[src/rtl/audio_clk_pkg.sv]
// -----------------------------------------------------------------------------
// audio_clk_pkg
// Shared definitions for the audio-PLL reset sequencer:
//   - seq_state_e : sequencer FSM states
//   - DEF_*       : default timing constants (in clk cycles)
//   - cnt_width() : width of the shared down-counter for a given timing set
// No ports (package).
// -----------------------------------------------------------------------------
package audio_clk_pkg;

    typedef enum logic [2:0] {
        ST_WAIT_LOCK,
        ST_STABLE,
        ST_HOLD,
        ST_STAGGER,
        ST_RUN
    } seq_state_e;

    localparam int DEF_LOCK_STABLE_CYC = 1024;
    localparam int DEF_RST_HOLD_CYC    = 16;
    localparam int DEF_STAGE_GAP_CYC   = 8;

    // The largest value ever loaded is below max(a, b, c), so $clog2 of the
    // maximum is always wide enough; never narrower than one bit.
    function automatic int cnt_width(input int a, input int b, input int c);
        int m;
        m = a;
        if (b > m) m = b;
        if (c > m) m = c;
        return (m < 2) ? 1 : $clog2(m);
    endfunction

    localparam int DEF_CNT_W = cnt_width(DEF_LOCK_STABLE_CYC, DEF_RST_HOLD_CYC,
                                         DEF_STAGE_GAP_CYC);

endpackage

[src/rtl/sync_ff.sv]
// -----------------------------------------------------------------------------
// sync_ff
// Multi-flop synchroniser for a single asynchronous level signal.
// Ports:
//   clk_i - destination clock
//   rst_i - synchronous active-high reset, clears every stage
//   d_i   - asynchronous input
//   q_o   - synchronised output (last flop)
// -----------------------------------------------------------------------------
module sync_ff #(
    parameter int STAGES = 2
) (
    input  logic clk_i,
    input  logic rst_i,
    input  logic d_i,
    output logic q_o
);

    logic [STAGES-1:0] sync_q;

    always_ff @(posedge clk_i) begin
        if (rst_i) begin
            sync_q <= '0;
        end else begin
            sync_q <= {sync_q[STAGES-2:0], d_i};
        end
    end

    assign q_o = sync_q[STAGES-1];

endmodule

[src/rtl/pll_rst_seq.sv]
// -----------------------------------------------------------------------------
// pll_rst_seq
// Reset sequencer behind the audio PLL. Synchronises pll_lock, qualifies it
// for LOCK_STABLE_CYC cycles, holds both resets RST_HOLD_CYC more cycles,
// releases the codec reset, then the DSP reset STAGE_GAP_CYC cycles later.
// Loss of lock in STAGGER/RUN reasserts both resets and is logged.
// Ports:
//   clk              - PLL output clock (only clock)
//   rst              - synchronous active-high reset
//   pll_lock         - raw PLL lock, asynchronous
//   sticky_clr       - one-cycle clear of lock_loss_sticky
//   codec_rst_out    - active-high codec/I2S reset
//   dsp_rst_out      - active-high FFT/FIR reset
//   rst_released     - high only in RUN
//   lock_loss_sticky - set on any counted lock loss
//   lock_loss_cnt    - saturating lock-loss count
// -----------------------------------------------------------------------------
module pll_rst_seq
    import audio_clk_pkg::*;
#(
    parameter int SYNC_STAGES     = 2,
    parameter int LOCK_STABLE_CYC = DEF_LOCK_STABLE_CYC,
    parameter int RST_HOLD_CYC    = DEF_RST_HOLD_CYC,
    parameter int STAGE_GAP_CYC   = DEF_STAGE_GAP_CYC,
    parameter int LOSS_CNT_W      = 8
) (
    input  logic                  clk,
    input  logic                  rst,
    input  logic                  pll_lock,
    input  logic                  sticky_clr,
    output logic                  codec_rst_out,
    output logic                  dsp_rst_out,
    output logic                  rst_released,
    output logic                  lock_loss_sticky,
    output logic [LOSS_CNT_W-1:0] lock_loss_cnt
);

    localparam int CNT_W = cnt_width(LOCK_STABLE_CYC, RST_HOLD_CYC, STAGE_GAP_CYC);

    // The WAIT_LOCK->STABLE edge already consumes one lock_s=1 sample, so
    // STABLE loads two less than the qualification length; a load of N-1
    // gives N cycles before the expiry edge.
    localparam logic [CNT_W-1:0] LOAD_STABLE = CNT_W'(LOCK_STABLE_CYC - 2);
    localparam logic [CNT_W-1:0] LOAD_HOLD   = CNT_W'(RST_HOLD_CYC - 1);
    localparam logic [CNT_W-1:0] LOAD_GAP    = CNT_W'(STAGE_GAP_CYC - 1);

    logic                  lock_s;
    logic                  lock_lost;
    seq_state_e            state_q;
    logic [CNT_W-1:0]      cnt_q;
    logic                  codec_rst_q;
    logic                  dsp_rst_q;
    logic                  released_q;
    logic                  sticky_q;
    logic [LOSS_CNT_W-1:0] loss_cnt_q;

    sync_ff #(
        .STAGES (SYNC_STAGES)
    ) u_lock_sync (
        .clk_i (clk),
        .rst_i (rst),
        .d_i   (pll_lock),
        .q_o   (lock_s)
    );

    // Only losses after the codec has come out of reset are counted.
    assign lock_lost = ((state_q == ST_STAGGER) || (state_q == ST_RUN)) && !lock_s;

    always_ff @(posedge clk) begin
        if (rst) begin
            state_q     <= ST_WAIT_LOCK;
            cnt_q       <= '0;
            codec_rst_q <= 1'b1;
            dsp_rst_q   <= 1'b1;
            released_q  <= 1'b0;
            sticky_q    <= 1'b0;
            loss_cnt_q  <= '0;
        end else begin
            case (state_q)
                ST_WAIT_LOCK: begin
                    if (lock_s) begin
                        state_q <= ST_STABLE;
                        cnt_q   <= LOAD_STABLE;
                    end
                end
                ST_STABLE: begin
                    if (!lock_s) begin
                        state_q <= ST_WAIT_LOCK;
                    end else if (cnt_q == '0) begin
                        state_q <= ST_HOLD;
                        cnt_q   <= LOAD_HOLD;
                    end else begin
                        cnt_q <= cnt_q - 1'b1;
                    end
                end
                ST_HOLD: begin
                    if (!lock_s) begin
                        state_q <= ST_WAIT_LOCK;
                    end else if (cnt_q == '0) begin
                        state_q     <= ST_STAGGER;
                        cnt_q       <= LOAD_GAP;
                        codec_rst_q <= 1'b0;
                    end else begin
                        cnt_q <= cnt_q - 1'b1;
                    end
                end
                ST_STAGGER: begin
                    if (!lock_s) begin
                        state_q     <= ST_WAIT_LOCK;
                        codec_rst_q <= 1'b1;
                    end else if (cnt_q == '0) begin
                        state_q    <= ST_RUN;
                        dsp_rst_q  <= 1'b0;
                        released_q <= 1'b1;
                    end else begin
                        cnt_q <= cnt_q - 1'b1;
                    end
                end
                ST_RUN: begin
                    if (!lock_s) begin
                        state_q     <= ST_WAIT_LOCK;
                        codec_rst_q <= 1'b1;
                        dsp_rst_q   <= 1'b1;
                        released_q  <= 1'b0;
                    end
                end
                default: begin
                    state_q     <= ST_WAIT_LOCK;
                    codec_rst_q <= 1'b1;
                    dsp_rst_q   <= 1'b1;
                    released_q  <= 1'b0;
                end
            endcase

            // A loss in the same cycle as a clear keeps the flag set.
            if (lock_lost) begin
                sticky_q <= 1'b1;
            end else if (sticky_clr) begin
                sticky_q <= 1'b0;
            end

            if (lock_lost && (loss_cnt_q != '1)) begin
                loss_cnt_q <= loss_cnt_q + 1'b1;
            end
        end
    end

    assign codec_rst_out    = codec_rst_q;
    assign dsp_rst_out      = dsp_rst_q;
    assign rst_released     = released_q;
    assign lock_loss_sticky = sticky_q;
    assign lock_loss_cnt    = loss_cnt_q;

endmodule

[config.mk]
export PLATFORM = sky130hd
export DESIGN_NAME = pll_rst_seq
export DESIGN_NICKNAME = d
export VERILOG_FILES = /design/src/rtl/audio_clk_pkg.sv /design/src/rtl/sync_ff.sv /design/src/rtl/pll_rst_seq.sv
export SDC_FILE = /design/constraint.sdc
export NUM_CORES = 1
export LEC_CHECK = 0
export BUFFER_PORTS_ARGS = -buffer_cell sky130_fd_sc_hd__clkbuf_2
export CORE_ASPECT_RATIO = 1.2
export CORE_UTILIZATION = 52
export DETAILED_ROUTE_END_ITERATION = 16
export PLACE_DENSITY = 0.81
export RECOVER_POWER = 50
export SLEW_MARGIN = 20
export SYNTH_ARGS = -nofsm -noshare
export SYNTH_HDL_FRONTEND = slang
export SYNTH_SLANG_ARGS = --single-unit
[constraint.sdc]
create_clock -name clk -period 2 [get_ports clk]
set_input_delay 0.2 -clock clk [delete_from_list [all_inputs] [get_ports clk]]
set_output_delay 0.2 -clock clk [all_outputs]
set_load 0.02 [all_outputs]
==> flow_metrics.py <==
metrics = {
    "min_path": {
        "min_path_cells": 2,
        "hold_class": "input port to flop",
    },
    "sta": {
        "fin_skew_ps": 6.90,
        "report.final.hold_viol_count": 0,
        "rsz0062_at_grt": "true",
        "timing.fmax_mhz": 505,
        "setup_viol": 0,
        "relSlewSlack": 0.587,
        "maxSlewViolCount": 0,
        "min_period_over_period": 0.990,
        "finalCriticalPeriod_ps": 1980,
        "worstMarginPinSlew_ps": 619,
        "worst_slack_ps": 20.4,
        "tns_ps": 0,
    },
    "placed_design": {
        "portBuffers": 15,
        "dpl.cell_count": 255,
        "dp_hpwl_mm": 2.92,
        "pre_cts_ws_ps": -33.9,
        "place_congestion": 0.934,
    },
    "floorplanning": {
        "core_sq_um": 3060,
        "ios": 16,
        "die_height_microns": 63.8,
        "num_rows": 22,
        "dieArea_sq_um": 3410,
        "initial_core_util": 0.541,
        "die-width_microns": 53.5,
    },
    "clocking": {
        "tritoncts": "built",
        "h-tree-depth": 1,
        "ctsRootBufferMaster": "clkbuf_4",
        "clkLatencyLatePin_ps": 340,
        "cts-buffers-inserted": 3,
        "clk_path_buf_depth": 2,
        "clk_pin_slew_ps": 150,
        "cts.sinks": 27,
    },
    "detailed_routing": {
        "wl_per_cell_microns": 15.5,
        "drcViolationCount": 0,
        "drtIter0Drc": 58,
        "vias": 1635,
        "final_antenna_net_count": 0,
        "vias_per_cell": 6.29,
        "firstDrtPassIters": 4,
        "wirelength_mm": 4.04,
    },
    "layout": {
        "diodes": 0,
        "nets": 232,
        "syn2layout_area_growth_pct": 18.0,
        "layout_commonest_cell": "dfxtp_1",
        "final_cell_count_no_fill": 260,
        "layout_common_cells": "25 x dfxtp_1, 23 x buf_4, 16 x clkbuf_1, 11 x nor2_1",
        "layout-drive-gt1-share": 0.223,
    },
    "global_routing": {
        "grt_pass1_wl_mm": 6.44,
        "antenna_found_initial": 0,
        "grt_max_degree": 16,
        "grt_pass1_vias": 1422,
        "grt_overflow": 0,
        "grt.total_usage": 0.253,
    },
    "setup_path": {
        "slowest_delay_ps": 530,
        "crit_end": "cnt_q[6]",
        "r2r-start": "cnt_q[1]",
        "cp_max_fo": 7,
        "rr_endpoint": "cnt_q[6]",
        "critPathSlowestCell": "or4b_4",
        "criticalPathCategory": "flop to flop",
        "cp.arrival_ps": 2220,
        "cp.required_ps": 2240,
        "crit_chain": "inv_2 -> ha_4 -> or4b_4 -> o41ai_4 -> nand2_2 -> a221o_1",
        "reg2regPathDepth": 6,
        "rrSetupSlack_ps": 20,
        "cp-start-kind": "flop",
        "crit_start": "cnt_q[1]",
        "worstSetupEndpointType": "flop",
    },
    "synth": {
        "synth_top_area_frac": 0.327,
        "ys_seq_area_frac": 0.327,
        "synth_area_sq_um": 1650,
        "synth.area.top_cells": "dfxtp_1 33%, nor2b_1 3.4%, a21oi_1 3.0%",
        "syn_nets": 198,
        "yosysWarnings": 0,
        "async_flop_share": 0,
        "ys_types": 61,
        "synth_seq_cells": 27,
        "syn-instance-count": 191,
        "synth_top_area_cell": "dfxtp_1",
        "ys.flop_type": "dfxtp_1",
        "synth_edf_count": 0,
        "syn_area_per_cell_sq_um": 8.66,
    },
    "power_and_ir_drop": {
        "powerDensity_nw_per_um2": 534,
        "fin_total_pwr_mw": 1.04,
        "max-vdd-ir-drop_uv": 429,
        "p_leak_nw": 0.689,
    },
    "outcome": {
        "status": "finished, final reports clean",
    },
    "run": {
        "cap_violations": 0,
    },
}
-- what timing repair did --
| action | CTS | global route |
|---|---|---|
| gates cloned | 0 | 0 |
| resized for setup | 2 | 9 |
| buffers inserted | 0 | 1 |
| endpoints found under the setup margin | 8 | 9 |
| pin swaps | 0 | 4 |
| hold buffers | 0 | 0 |
-- metal layers --
metal	share of wire	track usage	up-vias	routed length, microns
met5	0	0	-	0
met1	0.44	0.312	768	1760
li1	-	-	807	-
met2	0.50	0.420	47	2000
met4	0.034	0.128	0	137
met3	0.035	0.0262	13	140
-- synth_stat cells (3+ instances only) --
master / count
clkbuf_1: 4
nand3_1: 5
o21ai_0: 4
nand2_1: 10
nor4_1: 5
inv_1: 6
o31ai_1: 5
nor3_1: 7
nor2_1: 11
a41oi_1: 3
nor2b_1: 9
a31oi_1: 3
o21ai_1: 5
or4_1: 4
ha_1: 3
o211ai_1: 4
dfxtp_1: 27
nand2b_1: 3
mux2_1: 3
a21oi_1: 10
buf_2: 4
-- worst min path at each step --
stage	from	endpoint	slack, ps
after floorplan	pll_lock	u_lock_sync.sync_q[0]	330
after global placement	pll_lock	u_lock_sync.sync_q[0]	410
after detailed placement	pll_lock	u_lock_sync.sync_q[0]	420
after CTS	pll_lock	u_lock_sync.sync_q[0]	50
after global routing	pll_lock	u_lock_sync.sync_q[0]	80
final	pll_lock	u_lock_sync.sync_q[0]	60
-- flip-flops by register name, indices dropped and copies added, names as in the netlist --
register,cells
lock_loss_sticky,1
cnt_q,10
dsp_rst_out,1
lock_loss_cnt,8
rst_released,1
state_q,3
u_lock_sync.sync_q,2
codec_rst_out,1
-- cell families after synthesis --
group	share of synthesized area
AOI/OAI and AO/OA	0.298
xor gates and xnor gates	0.00530
adders and majority gates	0.0227
buffers and inverters	0.0552
DFF	0.327
muxes	0.0265
and+or+nand+nor	0.266
-- metrics by stage --
stage	utilization	hold slack (ps)	area [sq um]
floorplan	-	328	1650
global placement	0.621	410	1900
detailed placement	0.621	420	1900
CTS	0.633	53.9	1930
global route	0.639	80.5	1950
finish	0.639	57.7	1950
-- layout make-up --
type | count | area, sq um
tap | 36 | 45.0
sequential | 27 | 543
multi-input combinational | 145 | 1060
fill | 278 | 1100
timing repair buffer | 41 | 250
clock buffer | 4 | 26.3
inverter | 7 | 26.3
-- worst max-delay path, delay by kind of cell, from the launching register on --
family / cells / cell delay [ps]
simple gates: 2 / 640
fa+ha+maj: 1 / 130
flops: 1 / 350
compound gates: 2 / 690
buf+inv: 1 / 70
-- power breakdown --
part           leakage, nW  switching, mW  internal [mW]  total (mW)
clock network       0.0150          0.174         0.0785       0.252
logic                0.454          0.124         0.0954       0.219
registers            0.220         0.0194          0.552       0.571
total                0.689          0.317          0.726        1.04
(Power assumes the default switching activity.)
